$ cat src/rtl/tick_period_monitor.sv
// ---------------------------------------------------------------------------
// tick_period_monitor
//
// Measures the edge-to-edge (half-period) interval of a slow square wave in
// clk cycles, checks each interval against NUM +/- TOL, and reports lock
// after LOCK_N consecutive in-tolerance intervals. If no edge arrives for
// TIMEOUT cycles the monitor enters FAULT until the next edge.
//
// Build option:
//   TICK_PERIOD_MONITOR_SYNC2_EN  defined   -> two-flop synchronizer on
//                                              'signal' (asynchronous input)
//                                 undefined -> single sampling flop (input
//                                              already synchronous to clk),
//                                              one cycle less edge latency
//
// Parameters:
//   NUM      expected half-period in clk cycles
//   TOL      allowed deviation from NUM in clk cycles
//   LOCK_N   consecutive matches required for lock (1..15)
//   TIMEOUT  cycles without an edge before FAULT (must exceed NUM+TOL)
//
// Ports:
//   clk           in   rising-edge clock
//   reset         in   asynchronous, active-high reset
//   signal        in   square wave under test
//   rise_pulse    out  one-cycle pulse per synchronized rising edge
//   fall_pulse    out  one-cycle pulse per synchronized falling edge
//   half_period   out  last measured edge-to-edge interval (clk cycles)
//   period_valid  out  one-cycle strobe when half_period updates
//   locked        out  LOCK_N consecutive in-tolerance intervals seen
//   fault         out  high while in FAULT
// ---------------------------------------------------------------------------
module tick_period_monitor #(
  parameter int unsigned NUM     = 250000,
  parameter int unsigned TOL     = 16,
  parameter int unsigned LOCK_N  = 4,
  parameter int unsigned TIMEOUT = 1000000
) (
  input  logic        clk,
  input  logic        reset,
  input  logic        signal,
  output logic        rise_pulse,
  output logic        fall_pulse,
  output logic [31:0] half_period,
  output logic        period_valid,
  output logic        locked,
  output logic        fault
);

  // Tolerance window in 33 bits so NUM+TOL cannot overflow.
  localparam logic [32:0] WIN_LO  = (TOL > NUM) ? 33'd0 : (33'(NUM) - 33'(TOL));
  localparam logic [32:0] WIN_HI  = 33'(NUM) + 33'(TOL);
  localparam logic [31:0] CNT_TMO = 32'(TIMEOUT);
  localparam logic [3:0]  GOOD_MAX = 4'(LOCK_N);

  typedef enum logic [1:0] {
    S_IDLE,
    S_MEASURE,
    S_FAULT
  } state_t;

  // -------------------------------------------------------------------------
  // Input synchronization and edge detection
  // -------------------------------------------------------------------------
  logic r_sync;
  logic r_dly;

`ifdef TICK_PERIOD_MONITOR_SYNC2_EN
  logic r_meta;

  always_ff @(posedge clk or posedge reset) begin
    if (reset) begin
      r_meta <= 1'b0;
      r_sync <= 1'b0;
    end else begin
      r_meta <= signal;
      r_sync <= r_meta;
    end
  end
`else
  always_ff @(posedge clk or posedge reset) begin
    if (reset) begin
      r_sync <= 1'b0;
    end else begin
      r_sync <= signal;
    end
  end
`endif

  always_ff @(posedge clk or posedge reset) begin
    if (reset) begin
      r_dly <= 1'b0;
    end else begin
      r_dly <= r_sync;
    end
  end

  logic w_edge;
  logic w_level;

  // Flops reset to 0, so a signal already high at release shows up as one
  // rising edge, which the FSM takes as its first reference edge.
  assign w_edge  = r_sync ^ r_dly;
  assign w_level = r_sync;

  // -------------------------------------------------------------------------
  // Interval match
  // -------------------------------------------------------------------------
  logic [31:0] r_cnt;
  logic [32:0] w_cnt_ext;
  logic        w_lo_ok;
  logic        w_hi_ok;
  logic        w_match;

  assign w_cnt_ext = {1'b0, r_cnt};

  // Lower bound clamps at 0 when TOL >= NUM; resolved at elaboration so the
  // trivially-true compare is never built.
  if (TOL >= NUM) begin : g_lo_clamped
    assign w_lo_ok = 1'b1;
  end else begin : g_lo_cmp
    assign w_lo_ok = (w_cnt_ext >= WIN_LO);
  end

  assign w_hi_ok = (w_cnt_ext <= WIN_HI);
  assign w_match = w_lo_ok & w_hi_ok;

  // -------------------------------------------------------------------------
  // FSM: state and datapath registers
  // -------------------------------------------------------------------------
  state_t      r_state;
  logic [3:0]  r_good;
  logic [31:0] r_half;
  logic        r_pv;
  logic        r_locked;
  logic        r_fault;
  logic        r_rise;
  logic        r_fall;

  state_t      w_state_nxt;
  logic [31:0] w_cnt_nxt;
  logic [3:0]  w_good_nxt;
  logic [31:0] w_half_nxt;
  logic        w_pv_nxt;
  logic        w_locked_nxt;
  logic        w_fault_nxt;
  logic        w_rise_nxt;
  logic        w_fall_nxt;

  always_ff @(posedge clk or posedge reset) begin
    if (reset) begin
      r_state  <= S_IDLE;
      r_cnt    <= '0;
      r_good   <= '0;
      r_half   <= '0;
      r_pv     <= 1'b0;
      r_locked <= 1'b0;
      r_fault  <= 1'b0;
      r_rise   <= 1'b0;
      r_fall   <= 1'b0;
    end else begin
      r_state  <= w_state_nxt;
      r_cnt    <= w_cnt_nxt;
      r_good   <= w_good_nxt;
      r_half   <= w_half_nxt;
      r_pv     <= w_pv_nxt;
      r_locked <= w_locked_nxt;
      r_fault  <= w_fault_nxt;
      r_rise   <= w_rise_nxt;
      r_fall   <= w_fall_nxt;
    end
  end

  // -------------------------------------------------------------------------
  // FSM: next-state and registered-output logic
  // -------------------------------------------------------------------------
  always_comb begin
    w_state_nxt = r_state;
    w_cnt_nxt   = r_cnt;
    w_good_nxt  = r_good;
    w_half_nxt  = r_half;
    w_pv_nxt    = 1'b0;

    case (r_state)
      S_IDLE: begin
        w_cnt_nxt = '0;
        if (w_edge) begin
          // First edge is only a reference; nothing to measure yet.
          w_state_nxt = S_MEASURE;
          w_cnt_nxt   = 32'd1;
        end
      end

      S_MEASURE: begin
        // Edge takes priority over timeout in the same cycle.
        if (w_edge) begin
          w_half_nxt = r_cnt;
          w_pv_nxt   = 1'b1;
          w_cnt_nxt  = 32'd1;
          if (w_match) begin
            w_good_nxt = (r_good == GOOD_MAX) ? r_good : (r_good + 4'd1);
          end else begin
            w_good_nxt = '0;
          end
        end else if (r_cnt >= CNT_TMO) begin
          w_state_nxt = S_FAULT;
          w_good_nxt  = '0;
        end else begin
          w_cnt_nxt = r_cnt + 32'd1;
        end
      end

      S_FAULT: begin
        // Count frozen; the recovering edge restarts measurement without
        // producing a strobe.
        if (w_edge) begin
          w_state_nxt = S_MEASURE;
          w_cnt_nxt   = 32'd1;
        end
      end

      default: begin
        w_state_nxt = S_IDLE;
        w_cnt_nxt   = '0;
        w_good_nxt  = '0;
      end
    endcase

    w_locked_nxt = (w_good_nxt == GOOD_MAX);
    w_fault_nxt  = (w_state_nxt == S_FAULT);
    w_rise_nxt   = w_edge & w_level;
    w_fall_nxt   = w_edge & ~w_level;
  end

  assign rise_pulse   = r_rise;
  assign fall_pulse   = r_fall;
  assign half_period  = r_half;
  assign period_valid = r_pv;
  assign locked       = r_locked;
  assign fault        = r_fault;

endmodule

$ cat config.mk
export PLATFORM = sky130hd
export DESIGN_NAME = tick_period_monitor
export DESIGN_NICKNAME = d
export VERILOG_FILES = /design/src/rtl/tick_period_monitor.sv
export SDC_FILE = /design/constraint.sdc
export NUM_CORES = 1
export LEC_CHECK = 0
export CAP_MARGIN = 40
export CORE_UTILIZATION = 24
export CTS_CLUSTER_SIZE = 40
export DETAILED_ROUTE_END_ITERATION = 6
export SLEW_MARGIN = 20
export SYNTH_ARGS = -nofsm -noshare
export SYNTH_HDL_FRONTEND = slang
export SYNTH_SLANG_ARGS = --single-unit
$ cat constraint.sdc
create_clock -name clk -period 3.55 [get_ports clk]
set_input_delay 0.71 -clock clk [delete_from_list [all_inputs] [get_ports clk]]
set_output_delay 0.71 -clock clk [all_outputs]
set_load 0.01 [all_outputs]
Word level (Yosys, flattened, before mapping) --
Cells that the tools add are included.
Word-level totals: bits in registers 77, bits of input ports 3, output and inout bits 37, word-level logic and storage cells 48
Operators by class: eq/ne operators 7, order comparisons 3, reduce and logical (&&, ||, !) cells 4, mux-type cells 16, bitwise operators 5, $add $sub $neg 2
Operator list (number):
- $mux W32 | 3
- $pmux W32 S3 | 1
- $add A32 B1 Y32 const B | 1
- $ge A32 B18 Y1 const B | 1
- $ge A32 B20 Y1 const B | 1
- $le A32 B18 Y1 const B | 1
- $mux W4 | 4
- $eq A4 B3 Y1 const B | 2
- $pmux W4 S2 | 1
- $mux W2 | 3
- $add A4 B1 Y4 const B | 1
- $eq A2 B2 Y1 const B | 2
- $pmux W2 S2 | 1
- $reduce_and A2 Y1 | 2
- $and A1 B1 Y1 | 3
- $mux W1 | 3
- $ne A3 B3 Y1 const B | 1
- $eq A2 B1 Y1 const B | 1
- $logic_not A2 Y1 | 1
- $ne A2 B2 Y1 const B | 1
- $reduce_or A2 Y1 | 1
- $not A1 Y1 | 1
- $xor A1 B1 Y1 | 1

Depth between registers and ports, before layout --
depth after elaboration 6, mapped depth 7, depth with buffers taken out 7

Worst setup path before layout --
OpenSTA, ideal clock, no wires.
kind flip-flop to flip-flop, start point register r_sync, end point register r_locked (netlist: locked), required time 3463 ps, setup time 87 ps, cell stages (with the launch flop) 8, arrival time 2009 ps, period minus slack after synthesis 2096 ps, buffers on the path 0, setup slack 1454 ps, cells stage by stage dfrtp_1 inv_1 ha_1 nor3b_2 nand4b_1 nor4b_4 nand3_1 a211oi_2
On the way: longest elaborated chain between the ends 4
RTL lines:
- start: declaration | RTL line 65 | logic r_sync;
- start signal: assignment | RTL line 85 | r_sync <= signal;
- $xor A1 B1 Y1 | RTL line 103 | assign w_edge = r_sync ^ r_dly;
- $mux W4 | RTL line 196 | if (w_edge) begin
- $pmux W4 S2 | RTL line 184 | case (r_state)
- $eq A4 B3 Y1 | RTL line 229 | w_locked_nxt = (w_good_nxt == GOOD_MAX);
- named net w_locked_nxt | RTL line 145 | logic w_locked_nxt;
- end signal: assignment | RTL line 167 | r_locked <= w_locked_nxt;
- end: declaration | RTL line 135 | logic r_locked;
The timed path passes the listed nets, and every way through them passes these cells. A chain may end at the register's enable or synchronous reset.

Worst setup path after layout --
start point register r_cnt[8], end point register r_cnt[18]
On the way: longest elaborated chain between the ends 4, elaborated cells on any way between the ends 7, those cells by class add/sub (1); order compare (1); eq/ne (1); mux (3); reduce/logical (1)
RTL lines:
- start: declaration | RTL line 109 | logic [31:0] r_cnt;
- start signal: assignment | RTL line 163 | r_cnt <= w_cnt_nxt;
- $add A32 B1 Y32 | RTL line 209 | w_cnt_nxt = r_cnt + 32'd1;
- $mux W32 | RTL line 205 | end else if (r_cnt >= CNT_TMO) begin
- $mux W32 | RTL line 196
- $pmux W32 S3 | RTL line 184
Several ways; a longest one is shown, not always the timed one. The select of a mux whose other input is x is not followed.

==> out/qor.yml <==
synth_edf_count: 0
cts_setup_buffers: 0
cts_sinks: 77
postCtsResizedCells: 0
synth_simple_gate_area_share_pct: 18.0
clock_path_buffers: 2
worst_pin_slew_ps: 759
syn_inst: 299
die_h_um: 122
yosysSeqAreaShare_pct: 55.3
grt_antenna_before_repair: 0
final_cell_mix: "77 x dfrtp_1, 39 x clkdlybuf4s50_1, 32 x mux2_2, 16 x nand3_1"
cp_cell_sequence: "nand4_1 > nor4_1 > nor4b_2 > a21oi_1 > a31o_2"
synth_top_family_by_area: "simple AND/OR/NAND/NOR gates"
clk_latency_ps: 330
cellLeakagePower_nw: 1.90
fin_nets: 348
drt_iter0_drc: 129
arrival_ps: 2590
muxShareOfSynthArea_pct: 10.6
htree_levels: 3
path_clk_slew_ps: 60
fin_skew_ps: 11.8
slowest_delay_ps: 610
yosys.area_share.adder_pct: 2.16
synth_area_sq_um: 3480
drive_above_1_share_pct: 18.0
synthArstFlopShare_pct: 100
synthDistinctLibCells: 52
synth_seq_cells: 77
synth_compound_area_share_pct: 9.09
clock-root-buffer: "clkbuf_16"
final_common_cell: "dfrtp_1"
layout_min_cycle_time_ps: 2360
die_width_um: 122
drc: 0
pwr_density_cell_nw_per_um2: 511
hold_violations: 0
place.gp.congestion: 0.887
cts_buffers: 9
detail_route.wl_per_cell_um: 14.8
cts_tree: "yes"
maxSlewViolCount: 0
grt_pass1_vias: 2592
ios: 40
cp_max_fo: 11
end_kind: "register"
dpl_cell_area_sq_um: 4080
hold_path_depth: 0
initial_utilization_pct: 24.8
setup_viol: 0
cap_violations: 0
fin_ws_ps: 1190
portBuffers: 39
critical_path.slowest_cell: "dfrtp_1"
grt_overflow_total: 0
row_count: 43
ant_nets: 0
avgSynthCellArea_sq_um: 11.6
maxSlewHeadroom_pct: 49.1
worstHoldPathType: "reg -> reg"
core_area_sq_um: 14000
dieArea_sq_um: 15000
status: "finished, final reports clean"
n_antenna_cell: 0
path_class: "reg -> reg"
reg2regPathDepth: 5
worstPathRequired_ps: 3780
worst_setup_path_start_kind: "register"
synthFlopType: "dfrtp_1"
postLayoutCoreUtil_pct: 31.4
grt_pass1_wl_um: 13200
grt_start_max_net_pins: 78
first_pass_iters: 5
max_freq_mhz: 423
grt_usage_pct: 11.4
vias: 2458
dpl.hpwl_um: 5350
pre_cts_slack_ps: 1210
rsz0062_at_grt: "false"
synthXorXnorAreaFrac_pct: 1.76
syn-num-nets: 308
hold_buffers: 0
viasPerCell: 4.69
setup_tns_ps: 0
yosysWarnings: 0
wirelength_um: 7740
area_growth_pct: 26.5
fin_crit_sh_pct: 66.6
fin_area_sq_um: 4400
ir_worst_vdd_mv: 0.222
cell families after synthesis:
logic type | Yosys count
XOR/XNOR | 7
AO/OA/AOI/OAI | 47
multiplexers | 33
buffers and inverters | 24
adder cells (fa/ha/maj) | 6
AND/OR/NAND/NOR | 105
flip-flops | 77
flip-flops by register name (all words and copies together) (netlist names), 2 cells and up:
| register | cells |
|---|---|
| half_period | 32 |
| r_good | 4 |
| r_cnt | 32 |
| r_state | 2 |
power by group:
group          total, mW  switching (mW)  internal (mW)
registers          0.968          0.0501          0.918
logic              0.289           0.161          0.128
clock network      0.992           0.356          0.636
total               2.25           0.567           1.68
cells in the mapped netlist, drive strengths merged, types with 2 or more instances:
cell | number | area (sq um)
mux2 | 32 | 360
ha | 6 | 75.1
xnor2 | 4 | 35.0
nand2 | 14 | 52.6
or3 | 4 | 25.0
and2 | 14 | 87.6
a31oi | 3 | 18.8
o41ai | 2 | 17.5
nor4b | 2 | 38.8
or4 | 3 | 26.3
nor3 | 7 | 40.0
nor2b | 2 | 12.5
nand4b | 2 | 17.5
and3 | 5 | 31.3
and4 | 3 | 26.3
buf | 6 | 36.3
nor4 | 6 | 37.5
inv | 11 | 41.3
dfrtp | 77 | 1930
nand4 | 7 | 43.8
nor3b | 3 | 27.5
a21oi | 11 | 55.1
nand3 | 16 | 80.1
xor2 | 3 | 26.3
o31ai | 4 | 40.0
a21boi | 2 | 15.0
o21ai | 15 | 78.8
nor2 | 13 | 48.8
clkbuf | 7 | 26.3
final cells by class:
class | count | area, sq um
Fill cell | 1405 | 9640
Sequential cell | 77 | 1930
Multi-Input combinational cell | 198 | 1460
Timing Repair Buffer | 42 | 425
Clock buffer | 11 | 243
Tap cell | 180 | 225
Clock inverter | 5 | 83.8
Inverter | 11 | 42.5
path summary, 6_finish.rpt:
kind,slack (ps),startpoint,to
worst max-delay path,1190,r_cnt[8]$_DFFE_PP0P_,r_cnt[18]$_DFFE_PP0P_
max in group asynchronous,2420,reset,r_cnt[0]$_DFFE_PP0P_
worst max register to register,1190,r_cnt[8]$_DFFE_PP0P_,r_cnt[18]$_DFFE_PP0P_
min in group asynchronous,750,reset,r_sync$_DFF_PP0_
worst min register to register,410,r_sync$_DFF_PP0_,r_dly$_DFF_PP0_
worst min-delay path,410,r_sync$_DFF_PP0_,r_dly$_DFF_PP0_
critical path: cells and delay by family (launching register included):
kind / cells / cell delay [ps]
compound gates: 2 / 370
flops: 1 / 610
simple gates: 3 / 1270
metal layers:
layer  GRT usage (%)  share of wire [%]
met2            18.6                 49
met5               0                  0
met1            14.6                 46
met4            3.89               0.57
met3            3.11                4.9
per-stage QoR:
| step | hold slack, ps | power [mW] | cells |
|---|---|---|---|
| finish | 409 | 2.25 | 524 |
| CTS | 420 | 2.29 | 524 |
| detailed placement | 407 | 1.28 | 508 |
| floorplan | 380 | 1.17 | 299 |
| global route | 435 | 2.36 | 524 |
| global placement | 399 | 1.28 | 508 |
Power figures use the tool's default switching activity.
